==> src/rtl/pdatapath_pkg.sv <==
// Shared types for the self-sequenced datapath: ALU op codes, command kinds,
// FSM state encoding and a width helper.
package pdatapath_pkg;

  typedef enum logic [2:0] {
    OP_ADD, OP_SUB, OP_AND, OP_OR, OP_XOR, OP_NOR, OP_SLT, OP_PASSB
  } alu_op_e;

  typedef enum logic [1:0] {K_ALU, K_LOAD, K_STORE, K_RSV} cmd_kind_e;

  typedef enum logic [2:0] {S_IDLE, S_EXEC, S_MEM, S_WB, S_RESP} state_e;

  localparam int PERF_W = 32;

  // Address width for n entries, never below 1 so a 2-entry file still gets a bit.
  function automatic int clog2(input int n);
    int w;
    w = 1;
    while ((1 << w) < n) w = w + 1;
    return w;
  endfunction

endpackage

==> src/rtl/pdatapath_if.sv <==
// Command / response handshake bundle between a command source and pdatapath_seq.
interface pdatapath_if #(
  parameter int DATA_W = 8,
  parameter int RA_W   = 2
);
  logic              cmd_valid;
  logic              cmd_ready;
  logic [1:0]        cmd_kind;
  logic [2:0]        cmd_op;
  logic [RA_W-1:0]   cmd_rs;
  logic [RA_W-1:0]   cmd_rt;
  logic [RA_W-1:0]   cmd_rd;
  logic [DATA_W-1:0] cmd_imm;
  logic              cmd_src1_zero;
  logic              cmd_src2_imm;
  logic              rsp_valid;
  logic              rsp_ready;
  logic [DATA_W:0]   rsp_data;
  logic              rsp_zero;
  logic              busy;

  modport master (
    output cmd_valid, cmd_kind, cmd_op, cmd_rs, cmd_rt, cmd_rd, cmd_imm,
           cmd_src1_zero, cmd_src2_imm, rsp_ready,
    input  cmd_ready, rsp_valid, rsp_data, rsp_zero, busy
  );

  modport slave (
    input  cmd_valid, cmd_kind, cmd_op, cmd_rs, cmd_rt, cmd_rd, cmd_imm,
           cmd_src1_zero, cmd_src2_imm, rsp_ready,
    output cmd_ready, rsp_valid, rsp_data, rsp_zero, busy
  );
endinterface

==> src/rtl/pdp_alu.sv <==
// Combinational W-bit ALU; ovf is signed overflow for ADD/SUB only.
module pdp_alu
  import pdatapath_pkg::*;
#(
  parameter int W = 8
) (
  input  logic [W-1:0] a,
  input  logic [W-1:0] b,
  input  alu_op_e      op,
  output logic [W-1:0] f,
  output logic         ovf,
  output logic         zero
);
  logic [W-1:0] sum, dif;
  assign sum = a + b;
  assign dif = a - b;

  always_comb begin
    f   = '0;
    ovf = 1'b0;
    unique case (op)
      OP_ADD: begin
        f   = sum;
        ovf = (a[W-1] == b[W-1]) && (sum[W-1] != a[W-1]);
      end
      OP_SUB: begin
        f   = dif;
        ovf = (a[W-1] != b[W-1]) && (dif[W-1] != a[W-1]);
      end
      OP_AND:   f = a & b;
      OP_OR:    f = a | b;
      OP_XOR:   f = a ^ b;
      OP_NOR:   f = ~(a | b);
      OP_SLT:   f = {{(W-1){1'b0}}, ($signed(a) < $signed(b))};
      OP_PASSB: f = b;
    endcase
  end

  assign zero = (f == '0);
endmodule

==> src/rtl/pdatapath_seq.sv <==
// Self-sequenced datapath: ALU + register file (r0 = 0) + sync data memory under a
// one-command-at-a-time FSM. Optional PDATAPATH_PERF_CNT_EN adds perf counters.
module pdatapath_seq
  import pdatapath_pkg::*;
#(
  parameter int DATA_W    = 8,
  parameter int NREG      = 4,
  parameter int MEM_DEPTH = 256
) (
  input  logic              clk,
  input  logic              rst_general,
  pdatapath_if.slave        bus
`ifdef PDATAPATH_PERF_CNT_EN
  ,
  output logic [PERF_W-1:0] perf_cmds,
  output logic [PERF_W-1:0] perf_stall
`endif
);
  localparam int RA_W = clog2(NREG);
  localparam int MA_W = clog2(MEM_DEPTH);

  state_e            state;
  cmd_kind_e         kind_q;
  alu_op_e           op_q;
  logic [RA_W-1:0]   rd_q;
  logic [DATA_W-1:0] imm_q, a_q, b_q, res_q;
  logic              s1z_q, s2i_q, ovf_q, zero_q;
  logic [DATA_W:0]   st_q, mem_q, rsp_data_q;
  logic              cmd_ready_q, rsp_valid_q, rsp_zero_q;
  logic [DATA_W:0]   rf  [NREG];
  logic [DATA_W:0]   mem [MEM_DEPTH];

  logic [DATA_W-1:0] alu_a, alu_b, alu_f;
  logic              alu_ovf, alu_zero, accept;
  logic [MA_W-1:0]   maddr;

  assign accept = bus.cmd_valid && cmd_ready_q;
  assign alu_a  = s1z_q ? '0 : a_q;
  assign alu_b  = s2i_q ? imm_q : b_q;
  assign maddr  = res_q[MA_W-1:0];

  pdp_alu #(.W(DATA_W)) u_alu (
    .a(alu_a), .b(alu_b), .op(op_q), .f(alu_f), .ovf(alu_ovf), .zero(alu_zero)
  );

  // Memory is deliberately not reset; read port is registered every cycle so the
  // word addressed during MEM is ready in WB.
  always_ff @(posedge clk) begin
    if (state == S_MEM && kind_q == K_STORE) mem[maddr] <= st_q;
    mem_q <= mem[maddr];
  end

  always_ff @(posedge clk or negedge rst_general) begin
    if (!rst_general) begin
      state       <= S_IDLE;
      cmd_ready_q <= 1'b1;
      rsp_valid_q <= 1'b0;
      rsp_data_q  <= '0;
      rsp_zero_q  <= 1'b0;
      kind_q      <= K_ALU;
      op_q        <= OP_ADD;
      rd_q        <= '0;
      imm_q       <= '0;
      a_q         <= '0;
      b_q         <= '0;
      st_q        <= '0;
      s1z_q       <= 1'b0;
      s2i_q       <= 1'b0;
      res_q       <= '0;
      ovf_q       <= 1'b0;
      zero_q      <= 1'b0;
      for (int i = 0; i < NREG; i++) rf[i] <= '0;
    end else begin
      unique case (state)
        S_IDLE: if (accept) begin
          kind_q      <= cmd_kind_e'(bus.cmd_kind);
          op_q        <= alu_op_e'(bus.cmd_op);
          rd_q        <= bus.cmd_rd;
          imm_q       <= bus.cmd_imm;
          s1z_q       <= bus.cmd_src1_zero;
          s2i_q       <= bus.cmd_src2_imm;
          a_q         <= rf[bus.cmd_rs][DATA_W-1:0];
          b_q         <= rf[bus.cmd_rt][DATA_W-1:0];
          st_q        <= rf[bus.cmd_rt];
          cmd_ready_q <= 1'b0;
          state       <= S_EXEC;
        end
        S_EXEC: begin
          res_q  <= alu_f;
          ovf_q  <= alu_ovf;
          zero_q <= alu_zero;
          state  <= (kind_q == K_LOAD || kind_q == K_STORE) ? S_MEM : S_WB;
        end
        S_MEM: state <= S_WB;
        S_WB: begin
          // r0 is never written, so it reads as zero forever.
          if (rd_q != '0) begin
            if (kind_q == K_ALU)       rf[rd_q] <= {ovf_q, res_q};
            else if (kind_q == K_LOAD) rf[rd_q] <= mem_q;
          end
          if (kind_q == K_LOAD)       rsp_data_q <= mem_q;
          else if (kind_q == K_STORE) rsp_data_q <= st_q;
          else                        rsp_data_q <= {ovf_q, res_q};
          rsp_zero_q  <= zero_q;
          rsp_valid_q <= 1'b1;
          state       <= S_RESP;
        end
        S_RESP: if (bus.rsp_ready) begin
          rsp_valid_q <= 1'b0;
          cmd_ready_q <= 1'b1;
          state       <= S_IDLE;
        end
        default: begin
          state       <= S_IDLE;
          cmd_ready_q <= 1'b1;
          rsp_valid_q <= 1'b0;
        end
      endcase
    end
  end

  assign bus.cmd_ready = cmd_ready_q;
  assign bus.busy      = ~cmd_ready_q;
  assign bus.rsp_valid = rsp_valid_q;
  assign bus.rsp_data  = rsp_data_q;
  assign bus.rsp_zero  = rsp_zero_q;

`ifdef PDATAPATH_PERF_CNT_EN
  always_ff @(posedge clk or negedge rst_general) begin
    if (!rst_general) begin
      perf_cmds  <= '0;
      perf_stall <= '0;
    end else begin
      if (accept && perf_cmds != '1) perf_cmds <= perf_cmds + 1'b1;
      if (state == S_RESP && !bus.rsp_ready && perf_stall != '1)
        perf_stall <= perf_stall + 1'b1;
    end
  end
`endif
endmodule

==> src/flat_wrapper.sv <==
// flat-port wrapper written by rule: the top's interface ports become plain ports
module pdatapath_seq_flat import pdatapath_pkg::*;
#(
  parameter int DATA_W    = 8,
  parameter int NREG      = 4,
  parameter int MEM_DEPTH = 256
)
  (clk, rst_general, bus_cmd_valid, bus_cmd_kind, bus_cmd_op, bus_cmd_rs, bus_cmd_rt, bus_cmd_rd, bus_cmd_imm, bus_cmd_src1_zero, bus_cmd_src2_imm, bus_rsp_ready, bus_cmd_ready, bus_rsp_valid, bus_rsp_data, bus_rsp_zero, bus_busy);
  pdatapath_if #(.DATA_W(DATA_W)) bus_i ();
  input  logic clk;
  input  logic rst_general;
  input wire logic [$bits(bus_i.cmd_valid)-1:0] bus_cmd_valid;
  input wire logic [$bits(bus_i.cmd_kind)-1:0] bus_cmd_kind;
  input wire logic [$bits(bus_i.cmd_op)-1:0] bus_cmd_op;
  input wire logic [$bits(bus_i.cmd_rs)-1:0] bus_cmd_rs;
  input wire logic [$bits(bus_i.cmd_rt)-1:0] bus_cmd_rt;
  input wire logic [$bits(bus_i.cmd_rd)-1:0] bus_cmd_rd;
  input wire logic [$bits(bus_i.cmd_imm)-1:0] bus_cmd_imm;
  input wire logic [$bits(bus_i.cmd_src1_zero)-1:0] bus_cmd_src1_zero;
  input wire logic [$bits(bus_i.cmd_src2_imm)-1:0] bus_cmd_src2_imm;
  input wire logic [$bits(bus_i.rsp_ready)-1:0] bus_rsp_ready;
  output wire logic [$bits(bus_i.cmd_ready)-1:0] bus_cmd_ready;
  output wire logic [$bits(bus_i.rsp_valid)-1:0] bus_rsp_valid;
  output wire logic [$bits(bus_i.rsp_data)-1:0] bus_rsp_data;
  output wire logic [$bits(bus_i.rsp_zero)-1:0] bus_rsp_zero;
  output wire logic [$bits(bus_i.busy)-1:0] bus_busy;
  assign bus_i.cmd_valid = bus_cmd_valid;
  assign bus_i.cmd_kind = bus_cmd_kind;
  assign bus_i.cmd_op = bus_cmd_op;
  assign bus_i.cmd_rs = bus_cmd_rs;
  assign bus_i.cmd_rt = bus_cmd_rt;
  assign bus_i.cmd_rd = bus_cmd_rd;
  assign bus_i.cmd_imm = bus_cmd_imm;
  assign bus_i.cmd_src1_zero = bus_cmd_src1_zero;
  assign bus_i.cmd_src2_imm = bus_cmd_src2_imm;
  assign bus_i.rsp_ready = bus_rsp_ready;
  assign bus_cmd_ready = bus_i.cmd_ready;
  assign bus_rsp_valid = bus_i.rsp_valid;
  assign bus_rsp_data = bus_i.rsp_data;
  assign bus_rsp_zero = bus_i.rsp_zero;
  assign bus_busy = bus_i.busy;
  pdatapath_seq #(.DATA_W(DATA_W), .NREG(NREG), .MEM_DEPTH(MEM_DEPTH)) u_core (.clk(clk), .rst_general(rst_general), .bus(bus_i));
endmodule
==> config.mk <==
export PLATFORM = sky130hd
export DESIGN_NAME = pdatapath_seq_flat
export DESIGN_NICKNAME = d
export VERILOG_FILES = /design/src/rtl/pdatapath_pkg.sv /design/src/rtl/pdatapath_if.sv /design/src/rtl/pdp_alu.sv /design/src/rtl/pdatapath_seq.sv /design/src/flat_wrapper.sv
export SDC_FILE = /design/constraint.sdc
export NUM_CORES = 2
export LEC_CHECK = 0
export BUFFER_PORTS_ARGS = -buffer_cell sky130_fd_sc_hd__buf_2
export CAP_MARGIN = 20
export CORE_ASPECT_RATIO = 2
export CORE_UTILIZATION = 54
export DETAILED_ROUTE_END_ITERATION = 8
export GPL_ROUTABILITY_DRIVEN = 0
export PLACE_DENSITY = 0.74
export SYNTH_ARGS = -nofsm -noshare
export SYNTH_HDL_FRONTEND = slang
export SYNTH_SLANG_ARGS = --single-unit
==> constraint.sdc <==
create_clock -name clk -period 5.6 [get_ports clk]
set_input_delay 1.12 -clock clk [delete_from_list [all_inputs] [get_ports clk]]
set_output_delay 1.12 -clock clk [all_outputs]
set_load 0.005 [all_outputs]
# Yosys cells after proc, flatten, opt, wreduce, memory -nomap -nowiden
# Memory sizes are Yosys's and may differ from the RTL's. A register that Yosys moved wholly into a read port is not among the register bits.
# Cells that the tools add are included.
# W data, S select, Z words.
# op_classes
order_cmp	5
n_bitwise	10
reduce_logical	19
n_eq_ne	19
addsub	2
muxes	29
# ops
operator	n
$bwmux W36	2
$mux W36	2
$pmux W8 S8	1
$mux W9	5
$bmux W9 S2	2
$mux W8	4
$demux W9 S2	1
$eq A3 B3 Y1 const B	5
$pmux W3 S5	1
$eq A3 B2 Y1 const B	4
$ge A3 B3 Y1 const B	3
$not A2 Y3	3
$add A8 B8 Y8	1
$and A8 B8 Y8	1
$logic_not A8 Y1	1
$lt A8 B8 Y1	1
$not A8 Y8	1
$or A8 B8 Y8	1
$sub A8 B8 Y8	1
$xor A8 B8 Y8	1
$eq A3 B1 Y1 const B	2
$logic_not A3 Y1	2
$mux W1	6
$mux W3	2
17 further kinds	31
# totals
ram_bits	2304
wordCells	106
ff_bits	103
n_memories	1
# memory_table
name	depth	width	rd	rd_clocked_by_memory_dff	wr	line	rtl
u_core.mem	256	9	1	1	1	pdatapath_seq.sv:31	logic [DATA_W:0] mem [MEM_DEPTH];

# Depth between registers and ports, before layout
# depth
ltp_word	8
mapped_depth	13
mapped_depth_nobuf	12

# Modules after synthesis
# A second synthesis with hierarchy kept.
# hier_totals
hier_cells	4465
area_unflattened_um2	93581.0
# modules_own_cells
module	cells_per_inst	seq_area_each_um2	area_per_inst_um2	instances
pdatapath_seq	4266	71745.1	92163.4	1
pdp_alu	199	0.0	1417.6	1

# Worst setup path after synthesis
# OpenSTA, ideal clock, no wires.
# synth_timing
kind	reg2reg
start	reg u_core.b_q[1]
end	reg u_core.zero_q
arrival_time_ps	5983
period_less_slack_ps	6049
slack_ps	-449
stages_incl_launch_ff	10
setup_time_ps	66
path_cell_list	dfrtp_1 -> mux2i_1 -> ha_1 -> nor2_1 -> a221oi_1 -> o31ai_1 -> a221oi_1 -> xnor2_1 -> o31ai_1 -> a41o_1
# synth_via
elab_chain_len	5
elab_cells_between_ends	10
classes_between	2 x add/sub; 1 x order compare; 2 x mux; 4 x bitwise; 1 x reduce/logical
# synth_lines
element	line	rtl
from (decl)	pdatapath_seq.sv:26	logic [DATA_W-1:0] imm_q, a_q, b_q, res_q;
from (signal assigned)	pdatapath_seq.sv:83	b_q <= rf[bus.cmd_rt][DATA_W-1:0];
$mux W8 *	pdatapath_seq.sv:39	assign alu_b = s2i_q ? imm_q : b_q;
branches (longest 2 deep; another with $sub A8 B8 Y8)	-	
$pmux W8 S8 *	pdp_alu.sv:21	unique case (op)
$logic_not A8 Y1 *	pdp_alu.sv:39	assign zero = (f == '0);
to (signal assigned)	pdatapath_seq.sv:91	zero_q <= alu_zero;
to (decl)	pdatapath_seq.sv:27	logic s1z_q, s2i_q, ovf_q, zero_q;
# Every way passes the cells marked *.
# A chain may end at the register's enable or synchronous reset.

==> results.tsv <==
metric	value	unit
status	finished, violations left	
violations	max-slew violations	
cp-start-kind	register	
fin_skew	0.0728	ns
reg2reg_depth	7	
clk_latency	0.85	ns
drt-pass1-iter-count	6	
synth_nets	4409	
max_slew_margin	-0.279	%
gr-total-overflow	0	
cts_setup_buffers	0	
pin_count	38	
ir_worst_vdd	0.683	mV
synthFlopType	edfxtp_1	
arrival	5.31	ns
finalHoldViolations	0	
reg2reg_setup_slack	0.97	ns
drv_cap	0	
nNetsFinal	4561	
ys_async_sr_fraction	3.95	%
clock.fmax	0.216	GHz
cts_root_buf	clkbuf_16	
routed-via-count	46413	
synth-seq-area-share	75.9	%
grt_antenna_before_repair	9	
cts_num_sinks	2408	
crit_type	register to register	
internal_power	0.0352	W
power.total	0.0515	W
area_delta_synth_final	10.5	%
comb_power_share	29.0	%
netlist_instances	4355	
cts_tree	built	
h-tree-depth	4	
seqPwrFrac	44.0	%
clk_path_buf_depth	4	
end_kind	register	
p_sw_share	31.7	%
path_max_fanout	46	
r2r-start	u_core.maddr[0]$_DFFE_PN0P_	
tns	0	ns
r2r_end	u_core.mem_q[2]$_DFF_P_	
cts_hold_buf	0	
fin_crit	4.63	ns
synth-edff-count	2304	
routed_wl	248	mm
initial_core_util	54.5	%
port_buffers	37	
yosys_warnings	0	
synth_seq_cells	2408	
ant_nets	0	
dp_hpwl	157	mm
yosysUniqueCellTypes	65	
viasPerCell	6.68	
p_leak	32.9	nW
grt_max_degree	259	
drv_slew	16	
syn_area_per_cell	21.7	um^2
die_x	298	um
drive_above_1_share	26.7	%
rsz0062_at_grt	no	
p_sw	0.0163	W
hold_class	input port to async pin	
post_drt_wl_per_cell	35.6	um
die_area	177000	um^2
p_clk_share	27.0	%
die_y	594	um
fin_ws	0.970	ns
grt_usage	28.2	%
setup_viol	0	
p_per_area	494	nW/um^2
dp_slack	1.05	ns
drt_iter0_drc	6073	
required	6.28	ns
ctsResizeCount	0	
critPathLaunch	u_core.maddr[0]$_DFFE_PN0P_	
worst_pin_slew	1.50	ns
numCtsBuffers	193	
rows	216	
finalCritPeriodShare	82.7	%
drc	0	
grt_pass1_vias	47630	
clk_pin_slew	0.07	ns
grt_pass1_wl	350	mm
fp.coreArea	174000	um^2
netlist_area	94500	um^2
## cell usage after synthesis, types with 30 or more instances
master	instances	area (um^2)
nand2_1	101	379
mux4_2	684	15400
a21oi_1	68	340
clkbuf_1	128	480
o22ai_1	31	194
inv_1	30	113
dfrtp_1	94	2350
nor2_1	314	1180
mux2_2	39	439
buf_2	64	320
o21ai_0	39	195
edfxtp_1	2304	69200
mux2i_1	116	1160
## critical path, stage by stage (launching register included)
cell	delay, ns
dfrtp_4	1.12
buf_12	0.41
buf_4	0.39
mux4_2	0.55
mux4_2	0.51
a22oi_1	0.84
nand4_1	0.30
nand4b_1	0.25
## cells by family (layout without fill, tap and decap cells)
family / after synthesis / in the layout / share of synthesized area, %
other: 0 / 14 / 0
muxes: 839 / 839 / 18.0
AOI/OAI and AO/OA: 249 / 249 / 1.73
DFF: 2408 / 2408 / 75.9
buffers and inverters: 292 / 586 / 1.48
xor gates and xnor gates: 6 / 6 / 0.0556
and+or+nand+nor: 532 / 532 / 2.39
adders and majority gates: 29 / 29 / 0.400
## routing by layer
layer / track usage, % / part of all wire [%] / vias up
met5: 0 / 0.0089 / -
met2: 48.9 / 52 / 2874
met1: 30.7 / 31 / 24309
met3: 4.89 / 8.3 / 796
li1: - / - / 18430
met4: 21.7 / 9.3 / 4
## layout by cell type, fill, tap and decap left out, types with 33 or more instances in the layout
cell type	Yosys	layout
edfxtp_1	2304	2304
mux4_2	684	684
mux2i_1	116	116
clkinv_1	1	33
nand2_1	101	101
o21ai_0	39	39
dfrtp_1	94	82
buf_2	64	37
clkbuf_16	0	196
buf_4	24	149
nor2_1	314	313
a21oi_1	68	68
mux2_2	39	39
## worst max path at each step
stage                           endpoint  slack (ns)  cells past startpoint
2_1_floorplan  u_core.zero_q$_DFFE_PN0P_        0.04                      9
3_3_place_gp     u_core.mem_q[7]$_DFF_P_        1.04                      8
3_5_place_dp     u_core.mem_q[7]$_DFF_P_        1.05                      8
4_1_cts          u_core.mem_q[7]$_DFF_P_        1.03                      8
5_1_grt          u_core.mem_q[7]$_DFF_P_        0.85                      8
6_report         u_core.mem_q[2]$_DFF_P_        0.97                      7
## flip-flops by register name, summed over array words and instances (netlist names), 2 cells and up
register and count:
u_core.kind_q 2, u_core.b_q 7, u_core.maddr 8, u_core.imm_q 8, u_core.mem 2304, u_core.rf 36, u_core.mem_q 9, u_core.a_q 8
u_core.op_q 3, u_core.bus.rsp_data 9, u_core.st_q 2, u_core.state 3, u_core.rd_q 2
## metrics by stage
| stage | area [um^2] | utilization [%] | hold slack, ns | std cells |
|---|---|---|---|---|
| 2_1_floorplan | 94500 | - | 0.425 | 4355 |
| 3_3_place_gp | 97700 | 56.3 | 0.360 | 6574 |
| 3_5_place_dp | 97800 | 56.4 | 0.365 | 6588 |
| 4_1_cts | 104000 | 60.0 | 0.207 | 6925 |
| 5_1_grt | 104000 | 60.1 | 0.244 | 6942 |
| 6_report | 104000 | 60.2 | 0.225 | 6952 |
## power groups by stage
stage	sequential (W)	combinational (W)	clock, W
floorplan	0.0233	0.00881	0
global placement	0.0230	0.0144	0
detailed placement	0.0231	0.0147	0
CTS	0.0227	0.0147	0.0140
global route	0.0227	0.0154	0.0145
finish	0.0227	0.0150	0.0139
## final cells by class
type                            instances  area (um^2)
Timing Repair Buffer                  218         1910
Tap cell                             2289         2860
Inverter                               31          124
Sequential cell                      2408        71800
Fill cell                           11661        69100
Multi-Input combinational cell       1655        21400
Antenna cell                           14         35.0
Clock buffer                          228         5020
Clock inverter                        109         1260
(Power assumes the default switching activity.)
